**src/rtl/collision_pkg.sv**
```systemverilog
// Shared definitions for the collision arbiter: direction codes, FSM states,
// probe-point selectors and the edge geometry constants.
// Optional feature macro: COLL_TWO_POINT_EN (two corner probes per check).
package collision_pkg;

    // Requested step direction
    localparam logic [1:0] DIR_UP    = 2'b00;
    localparam logic [1:0] DIR_DOWN  = 2'b01;
    localparam logic [1:0] DIR_LEFT  = 2'b10;
    localparam logic [1:0] DIR_RIGHT = 2'b11;

    // Distance of the probe beyond the sprite edge, and corner inset along it
    localparam int EDGE_GAP     = 3;
    localparam int CORNER_INSET = 4;

    // Which point along the leading edge the probe generator produces
    localparam logic [1:0] PT_CENTRE = 2'd0;
    localparam logic [1:0] PT_NEAR   = 2'd1;
    localparam logic [1:0] PT_FAR    = 2'd2;

    // Arbiter FSM states; PROBE_B only exists in the two-point build
    typedef enum logic [1:0] {
        ST_IDLE    = 2'd0,
        ST_PROBE_A = 2'd1,
        ST_DONE    = 2'd2
`ifdef COLL_TWO_POINT_EN
        ,
        ST_PROBE_B = 2'd3
`endif
    } state_t;

endpackage

```
**src/rtl/collision_arbiter_probe_point_gen.sv**
```systemverilog
// Combinational probe point generator: maps a sprite's top-left corner,
// step direction and point selector onto the map coordinate just beyond
// its leading edge. All arithmetic wraps (10-bit X, 9-bit Y); the map
// treats wrapped, out-of-field coordinates as walls.
module probe_point_gen
    import collision_pkg::*;
#(
    parameter int SPRITE = 32
) (
    input  logic [9:0] i_x,
    input  logic [8:0] i_y,
    input  logic [1:0] i_dir,
    input  logic [1:0] i_point_sel,
    output logic [9:0] o_px,
    output logic [8:0] o_py
);

    localparam logic [9:0] OFF_CENTRE = 10'(SPRITE / 2);
    localparam logic [9:0] OFF_NEAR   = 10'(CORNER_INSET);
    localparam logic [9:0] OFF_FAR    = 10'(SPRITE - CORNER_INSET);
    localparam logic [9:0] GAP_X      = 10'(EDGE_GAP);
    localparam logic [8:0] GAP_Y      = 9'(EDGE_GAP);
    localparam logic [9:0] BEYOND_X   = 10'(SPRITE + EDGE_GAP);
    localparam logic [8:0] BEYOND_Y   = 9'(SPRITE + EDGE_GAP);

    logic [9:0] w_off;

    // Offset along the leading edge for the selected point
    always_comb begin
        w_off = OFF_CENTRE;
        case (i_point_sel)
            PT_NEAR: w_off = OFF_NEAR;
            PT_FAR:  w_off = OFF_FAR;
            default: w_off = OFF_CENTRE;
        endcase
    end

    // Place the probe just outside the edge the sprite is moving towards
    always_comb begin
        o_px = i_x + w_off;
        o_py = i_y - GAP_Y;
        case (i_dir)
            DIR_UP: begin
                o_px = i_x + w_off;
                o_py = i_y - GAP_Y;
            end
            DIR_DOWN: begin
                o_px = i_x + w_off;
                o_py = i_y + BEYOND_Y;
            end
            DIR_LEFT: begin
                o_px = i_x - GAP_X;
                o_py = i_y + w_off[8:0];
            end
            default: begin
                o_px = i_x + BEYOND_X;
                o_py = i_y + w_off[8:0];
            end
        endcase
    end

endmodule

```
**src/rtl/collision_arbiter.sv**
```systemverilog
// Round-robin collision arbiter: serialises "may I step?" checks from all
// sprite movers onto one combinational wall-map port and returns a
// registered clear/blocked verdict plus a one-cycle done pulse per mover.
// Optional feature macro: COLL_TWO_POINT_EN (probe both leading-edge corners
// instead of the edge centre; adds the PROBE_B state, one extra cycle).
module collision_arbiter
    import collision_pkg::*;
#(
    parameter int NREQ   = 5,
    parameter int SPRITE = 32
) (
    input  logic              clk,
    input  logic              rst,
    input  logic [NREQ-1:0]   req,
    input  logic [NREQ*10-1:0] req_x,
    input  logic [NREQ*9-1:0] req_y,
    input  logic [NREQ*2-1:0] req_dir,
    output logic [9:0]        map_x,
    output logic [8:0]        map_y,
    input  logic              map_is_wall,
    output logic [NREQ-1:0]   done,
    output logic [NREQ-1:0]   clear,
    output logic              busy
);

    localparam int IDX_W = (NREQ > 1) ? $clog2(NREQ) : 1;
    localparam logic [IDX_W-1:0] LAST_IDX = IDX_W'(NREQ - 1);

`ifdef COLL_TWO_POINT_EN
    localparam logic [1:0] PT_FIRST  = PT_NEAR;
    localparam logic [1:0] PT_SECOND = PT_FAR;
`else
    localparam logic [1:0] PT_FIRST  = PT_CENTRE;
    localparam logic [1:0] PT_SECOND = PT_CENTRE;
`endif

    state_t r_state;
    state_t w_state_next;

    logic [IDX_W-1:0] r_last_grant;
    logic [IDX_W-1:0] r_gnt;
    logic [9:0]       r_x;
    logic [8:0]       r_y;
    logic [1:0]       r_dir;
    logic [9:0]       r_map_x;
    logic [8:0]       r_map_y;
    logic [NREQ-1:0]  r_done;
    logic [NREQ-1:0]  r_clear;
`ifdef COLL_TWO_POINT_EN
    logic             r_wall_acc;
    logic             w_load_b;
`endif

    logic [9:0]       w_x_arr   [NREQ];
    logic [8:0]       w_y_arr   [NREQ];
    logic [1:0]       w_dir_arr [NREQ];
    logic [NREQ-1:0]  w_gnt_onehot;
    logic             w_any;
    logic             w_found;
    int               w_rr_idx;
    logic [IDX_W-1:0] w_gnt_idx;
    logic             w_load_a;
    logic             w_finish;
    logic             w_wall_final;
    logic [9:0]       w_pg_x;
    logic [8:0]       w_pg_y;
    logic [1:0]       w_pg_dir;
    logic [1:0]       w_pg_sel;
    logic [9:0]       w_px;
    logic [8:0]       w_py;

    // Unpack the per-requester coordinate buses and decode the latched grant
    for (genvar gi = 0; gi < NREQ; gi++) begin : g_unpack
        assign w_x_arr[gi]      = req_x[10*gi +: 10];
        assign w_y_arr[gi]      = req_y[9*gi +: 9];
        assign w_dir_arr[gi]    = req_dir[2*gi +: 2];
        assign w_gnt_onehot[gi] = (r_gnt == IDX_W'(gi));
    end

    // Round-robin pick: first active request above the last grant, wrapping
    always_comb begin
        w_any     = |req;
        w_found   = 1'b0;
        w_rr_idx  = 0;
        w_gnt_idx = '0;
        for (int k = 1; k <= NREQ; k++) begin
            w_rr_idx = (int'(r_last_grant) + k) % NREQ;
            if (!w_found && req[w_rr_idx]) begin
                w_found   = 1'b1;
                w_gnt_idx = IDX_W'(w_rr_idx);
            end
        end
    end

    // Probe generator input: the live winner while granting, the latched
    // request afterwards so late input changes never reach an open check
    always_comb begin
        w_pg_x   = r_x;
        w_pg_y   = r_y;
        w_pg_dir = r_dir;
        w_pg_sel = PT_SECOND;
        if (r_state == ST_IDLE) begin
            w_pg_x   = w_x_arr[w_gnt_idx];
            w_pg_y   = w_y_arr[w_gnt_idx];
            w_pg_dir = w_dir_arr[w_gnt_idx];
            w_pg_sel = PT_FIRST;
        end
    end

    probe_point_gen #(
        .SPRITE (SPRITE)
    ) u_probe (
        .i_x         (w_pg_x),
        .i_y         (w_pg_y),
        .i_dir       (w_pg_dir),
        .i_point_sel (w_pg_sel),
        .o_px        (w_px),
        .o_py        (w_py)
    );

    // FSM state register
    always_ff @(posedge clk or negedge rst) begin
        if (!rst) begin
            r_state <= ST_IDLE;
        end else begin
            r_state <= w_state_next;
        end
    end

    // Next state and per-state control strobes
    always_comb begin
        w_state_next = r_state;
        w_load_a     = 1'b0;
        w_finish     = 1'b0;
        w_wall_final = map_is_wall;
`ifdef COLL_TWO_POINT_EN
        w_load_b     = 1'b0;
`endif
        case (r_state)
            ST_IDLE: begin
                if (w_any) begin
                    w_load_a     = 1'b1;
                    w_state_next = ST_PROBE_A;
                end
            end
            ST_PROBE_A: begin
`ifdef COLL_TWO_POINT_EN
                w_load_b     = 1'b1;
                w_state_next = ST_PROBE_B;
`else
                w_finish     = 1'b1;
                w_state_next = ST_DONE;
`endif
            end
`ifdef COLL_TWO_POINT_EN
            ST_PROBE_B: begin
                w_wall_final = r_wall_acc | map_is_wall;
                w_finish     = 1'b1;
                w_state_next = ST_DONE;
            end
`endif
            ST_DONE: begin
                w_state_next = ST_IDLE;
            end
            default: begin
                w_state_next = ST_IDLE;
            end
        endcase
    end

    // Grant latch, probe register and verdict outputs; the verdict is
    // registered on the last probe cycle so it is visible in DONE
    always_ff @(posedge clk or negedge rst) begin
        if (!rst) begin
            r_last_grant <= LAST_IDX;
            r_gnt        <= '0;
            r_x          <= '0;
            r_y          <= '0;
            r_dir        <= '0;
            r_map_x      <= '0;
            r_map_y      <= '0;
            r_done       <= '0;
            r_clear      <= '0;
`ifdef COLL_TWO_POINT_EN
            r_wall_acc   <= 1'b0;
`endif
        end else begin
            r_done <= w_finish ? w_gnt_onehot : '0;
            if (w_load_a) begin
                r_gnt   <= w_gnt_idx;
                r_x     <= w_x_arr[w_gnt_idx];
                r_y     <= w_y_arr[w_gnt_idx];
                r_dir   <= w_dir_arr[w_gnt_idx];
                r_map_x <= w_px;
                r_map_y <= w_py;
            end
`ifdef COLL_TWO_POINT_EN
            if (w_load_b) begin
                r_wall_acc <= map_is_wall;
                r_map_x    <= w_px;
                r_map_y    <= w_py;
            end
`endif
            if (w_finish) begin
                r_clear <= (r_clear & ~w_gnt_onehot)
                         | ({NREQ{~w_wall_final}} & w_gnt_onehot);
            end
            if (r_state == ST_DONE) begin
                r_last_grant <= r_gnt;
            end
        end
    end

    assign map_x = r_map_x;
    assign map_y = r_map_y;
    assign done  = r_done;
    assign clear = r_clear;
    assign busy  = (r_state != ST_IDLE);

endmodule

```
**config.mk**
```make
export PLATFORM = sky130hd
export DESIGN_NAME = collision_arbiter
export DESIGN_NICKNAME = d
export VERILOG_FILES = /design/src/rtl/collision_pkg.sv /design/src/rtl/collision_arbiter_probe_point_gen.sv /design/src/rtl/collision_arbiter.sv
export SDC_FILE = /design/constraint.sdc
export NUM_CORES = 1
export LEC_CHECK = 0
export CAP_MARGIN = 20
export CORE_UTILIZATION = 53
export DETAILED_ROUTE_END_ITERATION = 7
export PLACE_DENSITY_LB_ADDON = 0.12
export RECOVER_POWER = 25
export SLEW_MARGIN = 20
export SYNTH_ARGS = -nofsm -noshare
export SYNTH_HDL_FRONTEND = slang
export SYNTH_SLANG_ARGS = --single-unit
```
**constraint.sdc**
```tcl
create_clock -name clk -period 10.7 [get_ports clk]
set_input_delay 2.14 -clock clk [delete_from_list [all_inputs] [get_ports clk]]
set_output_delay 2.14 -clock clk [all_outputs]
set_load 0.01 [all_outputs]
```
==> metrics.yaml, run 1 <==
run_status:
  status: "finished with violations"
  failed_checks: "max-capacitance violations, max-slew violations"
clocking:
  h-tree-depth: 3
  root_buffer: "clkbuf_16"
  clockBufferDepth: 2
  post-cts-setup-buffers: 0
  numCtsBuffers: 9
  postCtsResizedCells: 0
  insertion_delay_ns: 0.35
  cts_hold_buf: 0
  cts_tree: "done"
  cts_sinks: 58
  path_clk_slew_ns: 0.05
grt:
  antenna_found_initial: 0
  grt_pass1_wl_um: 35600
  grt_use_total_pct: 34.9
  overflow: 0
  grt_pass1_vias: 7219
  grt_max_degree: 59
min_path:
  hold_path.class: "flop to flop"
  min_to: "r_state[1]"
  whs_path_depth: 1
  min_from: "r_state[1]"
logic_synthesis:
  ys_top_cells_by_area: "dfrtp_1, ha_1, mux2i_1, nand2_1, o21ai_0"
  ys_warn_count: 0
  syn_inst: 844
  synth-seq-cells: 58
  ys.flop_type: "dfrtp_1"
  synthArstFlopShare_pct: 100
  syn_area_sq_um: 6700
  synth_top_area_share_pct: 21.3
  synth.net_count: 1001
  synth_seq_area_share_pct: 21.7
  syn_area_per_cell_sq_um: 7.94
  synth_area_leader_cell: "dfrtp_1"
  synth_enable_flop_cells: 0
  synth_cell_types: 97
final_layout:
  nets: 1122
  final_cell_area_sq_um: 8550
  antenna_cells: 0
  mostFrequentLayoutCells: "clkdlybuf4s50_1, nand2_1, dfrtp_1"
  drive_gt1_share_pct: 8.04
  layout_commonest_cell: "clkdlybuf4s50_1"
  syn_to_final_growth_pct: 27.6
worst_setup_path:
  arrival_ns: 9.20
  r2r_slack_ns: 1.71
  rr_startpoint: "r_last_grant[2]"
  crit_top_cell: "ha_1"
  crit_path_top_delay_cell: "dfstp_1"
  end_kind: "flop"
  rr_worst_depth: 28
  crit_fanout: 18
  required_ns: 10.91
  r2r-end: "map_y[8]"
  critPathKind: "flop to flop"
  slowest_delay_ns: 1.01
  startpoint_type: "flop"
drt:
  firstDrtPassIters: 6
  detail_route.wl_per_cell_um: 19.2
  drt_iter0_drc: 603
  drt-met1-wl_um: 8640
  drt-total-wl_um: 21900
  top_layer_used: "met4"
  met3_length_um: 1500
  routed-wl-met2_um: 10700
  via_count: 7225
  viasPerCell: 6.35
  antenna_left: 0
  drc: 0
place:
  pre_cts_slack_ns: 2.21
  place_area_sq_um: 8240
  io_buffers: 142
  place.gp.congestion: 0.977
  hpwl_um: 16100
floorplan:
  ios: 143
  fp.dieArea_sq_um: 13100
  initial_core_util_pct: 55.1
  num_rows: 40
  core_sq_um: 12200
  die_y_um: 114
  die_w_um: 114
flow_run:
  cap_violations: 1
sta:
  fin_crit_sh_pct: 84.0
  max_slew_margin_pct: -124
  fin_skew_ns: 0.00957
  fin_tns_setup_ns: 0
  worst_pin_slew_ns: 3.36
  hold_viol: 0
  max_freq_ghz: 0.111
  min_period_ns: 8.99
  rsz0062_at_grt: "no"
  drv_slew: 59
  setup_violations: 0
  fin_ws_ns: 1.71
==> routing by layer <==
| layer | GRT usage (%) | vias up |
|---|---|---|
| li1 | - | 3363 |
| met3 | 5.82 | 91 |
| met4 | 21.6 | 0 |
| met5 | 0 | - |
| met2 | 60.0 | 413 |
| met1 | 40.7 | 3358 |
==> cells in the mapped netlist (4+ instances only) <==
| cell | number |
|---|---|
| nand2b_1 | 7 |
| o22ai_1 | 5 |
| nor4_1 | 5 |
| xor2_1 | 5 |
| a31oi_1 | 22 |
| mux2_2 | 13 |
| a221oi_1 | 4 |
| and2_1 | 11 |
| nand2_1 | 115 |
| o21ai_1 | 5 |
| nor3_1 | 16 |
| o211a_1 | 6 |
| nor2b_1 | 10 |
| and3_1 | 6 |
| o2111ai_1 | 7 |
| a211o_1 | 4 |
| a21o_1 | 11 |
| ha_1 | 41 |
| o21ai_0 | 47 |
| buf_2 | 11 |
| a21oi_1 | 42 |
| nand3_1 | 25 |
| o21a_1 | 10 |
| a41o_1 | 4 |
| o32ai_1 | 4 |
| dfrtp_1 | 57 |
| inv_1 | 46 |
| nand4_1 | 5 |
| clkbuf_1 | 28 |
| buf_6 | 4 |
| or2_2 | 5 |
| a221o_1 | 8 |
| nor2_1 | 52 |
| o31ai_1 | 9 |
| xnor2_1 | 22 |
| or4_1 | 5 |
| mux2i_1 | 50 |
| or3_1 | 12 |
| o211ai_1 | 19 |
==> worst max-delay path by stage <==
stage	start	to	slack (ns)	cells after the start
after floorplan	r_last_grant[2]	map_x[8]	3.03	34
after global routing	r_last_grant[2]	map_y[8]	1.24	28
final	r_last_grant[2]	map_y[8]	1.71	28
after global placement	req[3]	map_y[8]	2.39	23
after detailed placement	r_last_grant[2]	map_y[8]	2.21	28
after CTS	r_last_grant[2]	map_y[8]	2.18	28
==> final cells by class <==
type	count	area, sq um
inverter	50	188
clock buffer	15	288
clock inverter	1	30.0
fill	971	3610
timing repair buffer	160	1550
tap	168	210
sequential	58	1450
multi-input combinational	686	4830
==> worst max-delay path, delay by kind of cell (launching register included) <==
family	cells	cell delay, ns
XOR/XNOR	1	0.16
adder cells (fa/ha/maj)	4	1.43
multiplexers	1	0.46
buffers and inverters	3	0.63
AND/OR/NAND/NOR	11	3.65
AO/OA/AOI/OAI	8	1.53
flip-flops	1	1.01
==> cell families (layout without fill, tap and decap cells) <==
| kind of cell | count (synthesis) | in the layout | share of synthesized area [%] |
|---|---|---|---|
| fa+ha+maj | 45 | 45 | 8.70 |
| mux | 64 | 64 | 9.88 |
| flops | 58 | 58 | 21.7 |
| buf+inv | 100 | 226 | 6.44 |
| simple gates | 295 | 295 | 21.5 |
| compound gates | 253 | 253 | 27.6 |
| xor+xnor | 29 | 29 | 4.18 |
==> flip-flops by register name, summed over array words and instances (netlist names), named ones only <==
register / cells
r_gnt: 3
done: 5
map_y: 9
r_y: 9
r_last_grant: 3
r_state: 2
map_x: 10
r_x: 10
r_dir: 2
==> stage by stage <==
step | util, % | std cells | hold WS, ns
after floorplan | - | 844 | 0.433
after global placement | 67.7 | 1122 | 0.452
after detailed placement | 67.7 | 1122 | 0.463
after CTS | 70.3 | 1138 | 0.469
after global routing | 70.3 | 1138 | 0.501
final | 70.3 | 1138 | 0.469
Power of run 1 is left out: the tool's default activity adds up to more than one toggle a clock period on the data nets, which glitch-free logic cannot reach.
==> run 2, diff against run 1 <==
--- a/config.mk
+++ b/config.mk
@@ -6,7 +6,7 @@
 export NUM_CORES = 1
 export LEC_CHECK = 0
 export CAP_MARGIN = 20
-export CORE_UTILIZATION = 53
+export CORE_UTILIZATION = 48
 export DETAILED_ROUTE_END_ITERATION = 7
 export PLACE_DENSITY_LB_ADDON = 0.12
 export RECOVER_POWER = 25
==> constraint.sdc (replaced) <==
create_clock -name clk -period 7.8 [get_ports clk]
set_input_delay 1.56 -clock clk [delete_from_list [all_inputs] [get_ports clk]]
set_output_delay 1.56 -clock clk [all_outputs]
set_load 0.01 [all_outputs]
==> run 2 against run 1 <==
  * Sequential share of layout area is 0.52 points lower
  * The run still ends with max-capacitance violations, max-slew violations left
  * Critical endpoint unchanged
  * Critical path depth shrank 1
  * Via count decreased by 2.2%
  * Design area grew 3.2%
  * Clock skew increased by 0.0023 ns
  * Die area rose by 10%
  * Worst hold slack worse by 0.0017 ns
  * Register-to-register slack got worse by 1.4 ns
  * Non-clock buffer count up 25
  * Flip-flop and latch count did not move
  * First-iteration DRC count fell by 7.6%
==> metrics.yaml, run 2 (synthesis results as in run 1) <==
floorplan:
  die_w_um: 120
  initial_core_util_pct: 49.8
  core_sq_um: 13500
  fp.dieArea_sq_um: 14400
  ios: 143
  num_rows: 42
  die_y_um: 120
grt:
  antenna_found_initial: 0
  grt_max_degree: 59
  overflow: 0
  grt_pass1_vias: 6802
  grt_pass1_wl_um: 34100
  grt_use_total_pct: 30.0
worst_setup_path:
  cp.depth: 27
  rr_startpoint: "r_last_grant[2]"
  timing.critical_path.from: "r_last_grant[2]"
  r2r-end: "map_y[8]"
  startpoint_type: "flop"
  arrival_ns: 7.71
  critPathKind: "flop to flop"
  cp-endpoint: "map_y[8]"
  end_kind: "flop"
  r2r_slack_ns: 0.30
  rr_worst_depth: 27
  slowest_delay_ns: 0.69
  crit_path_top_delay_cell: "dfstp_2"
  crit_fanout: 11
  cp_num_buf_inv: 2
  crit_family: "simple AND/OR/NAND/NOR gates"
  required_ns: 8.00
sta:
  hold_viol: 0
  fin_skew_ns: 0.0119
  rsz0062_at_grt: "yes"
  max_freq_ghz: 0.133
  min_period_ns: 7.50
  drv_slew: 59
  worst_pin_slew_ns: 3.33
  fin_crit_sh_pct: 96.2
  setup_violations: 0
  max_slew_margin_pct: -122
clocking:
  numCtsBuffers: 9
  clockBufferDepth: 2
  cts_hold_buf: 0
  h-tree-depth: 3
  cts_sinks: 58
  insertion_delay_ns: 0.34
  path_clk_slew_ns: 0.05
  root_buffer: "clkbuf_16"
  cts_tree: "done"
place:
  place_area_sq_um: 8450
  place.gp.congestion: 0.996
  hpwl_um: 15500
  io_buffers: 142
final_layout:
  nets: 1147
  layout_commonest_cell: "clkdlybuf4s50_1"
  syn_to_final_growth_pct: 31.6
  fill_cells: 1167
  antenna_cells: 0
  drive_gt1_share_pct: 11.8
  final_cell_area_sq_um: 8820
  mostFrequentLayoutCells: "clkdlybuf4s50_1, nand2_1, dfrtp_1"
drt:
  firstDrtPassIters: 5
  drc: 0
  viasPerCell: 6.04
  detail_route.wl_per_cell_um: 17.9
  antenna_left: 0
  via_count: 7068
  drt_iter0_drc: 557
  drt-total-wl_um: 20900
run_status:
  failed_checks: "max-capacitance violations, max-slew violations"
  status: "finished with violations"
flow_run:
  cap_violations: 1
min_path:
  hold_path.class: "flop to flop"
==> run 2: timing repair <==
action                     4_1_cts  5_1_grt
setup buffers                    0        0
pin swaps                        0        0
setup endpoints to repair        1        8
gates resized for setup          1       15
==> run 2: final cells by class <==
cell class	count	area, sq um	share of cell area, %
multi-input cells	686	4900	55.6
repair buffers	185	1750	19.9
flip-flops and latches	58	1450	16.5
clock buffers	13	270	3.06
well taps	176	220	2.50
inverters	50	191	2.17
clock inverters	2	35.0	0.397
==> run 2: how the worst min path moves through the flow <==
| stage | from | endpoint | slack [ns] | cells past startpoint |
|---|---|---|---|---|
| after floorplan | r_state[1] | r_state[1] | 0.43 | 1 |
| after global placement | r_state[1] | r_state[1] | 0.45 | 1 |
| after detailed placement | r_state[1] | r_state[1] | 0.46 | 1 |
| after CTS | r_x[2] | r_x[2] | 0.47 | 2 |
| after global routing | r_y[3] | r_y[3] | 0.49 | 2 |
| final | r_dir[1] | r_dir[1] | 0.47 | 1 |
==> run 2: per-layer routing <==
| layer | GRT usage, % | up-vias | share of wire (%) |
|---|---|---|---|
| li1 | - | 3406 | - |
| met1 | 37.7 | 3292 | 42 |
| met2 | 49.8 | 313 | 48 |
| met3 | 5.23 | 57 | 6.4 |
| met4 | 14.1 | 0 | 3.9 |
| met5 | 0 | - | 0 |
==> run 2: per-stage QoR <==
stage | instances | hold slack (ns) | TNS [ns] | worst slack [ns] | util, %
2_1_floorplan | 844 | 0.433 | 0 | 0.129 | -
3_3_place_gp | 1155 | 0.453 | 0 | 0.0762 | 62.8
3_5_place_dp | 1155 | 0.456 | 0 | 0.0314 | 62.8
4_1_cts | 1170 | 0.471 | 0 | 0.0723 | 65.1
5_1_grt | 1170 | 0.487 | -0.0980 | -0.0980 | 65.6
6_report | 1170 | 0.467 | 0 | 0.297 | 65.6
Power of run 2 is left out for the same reason.
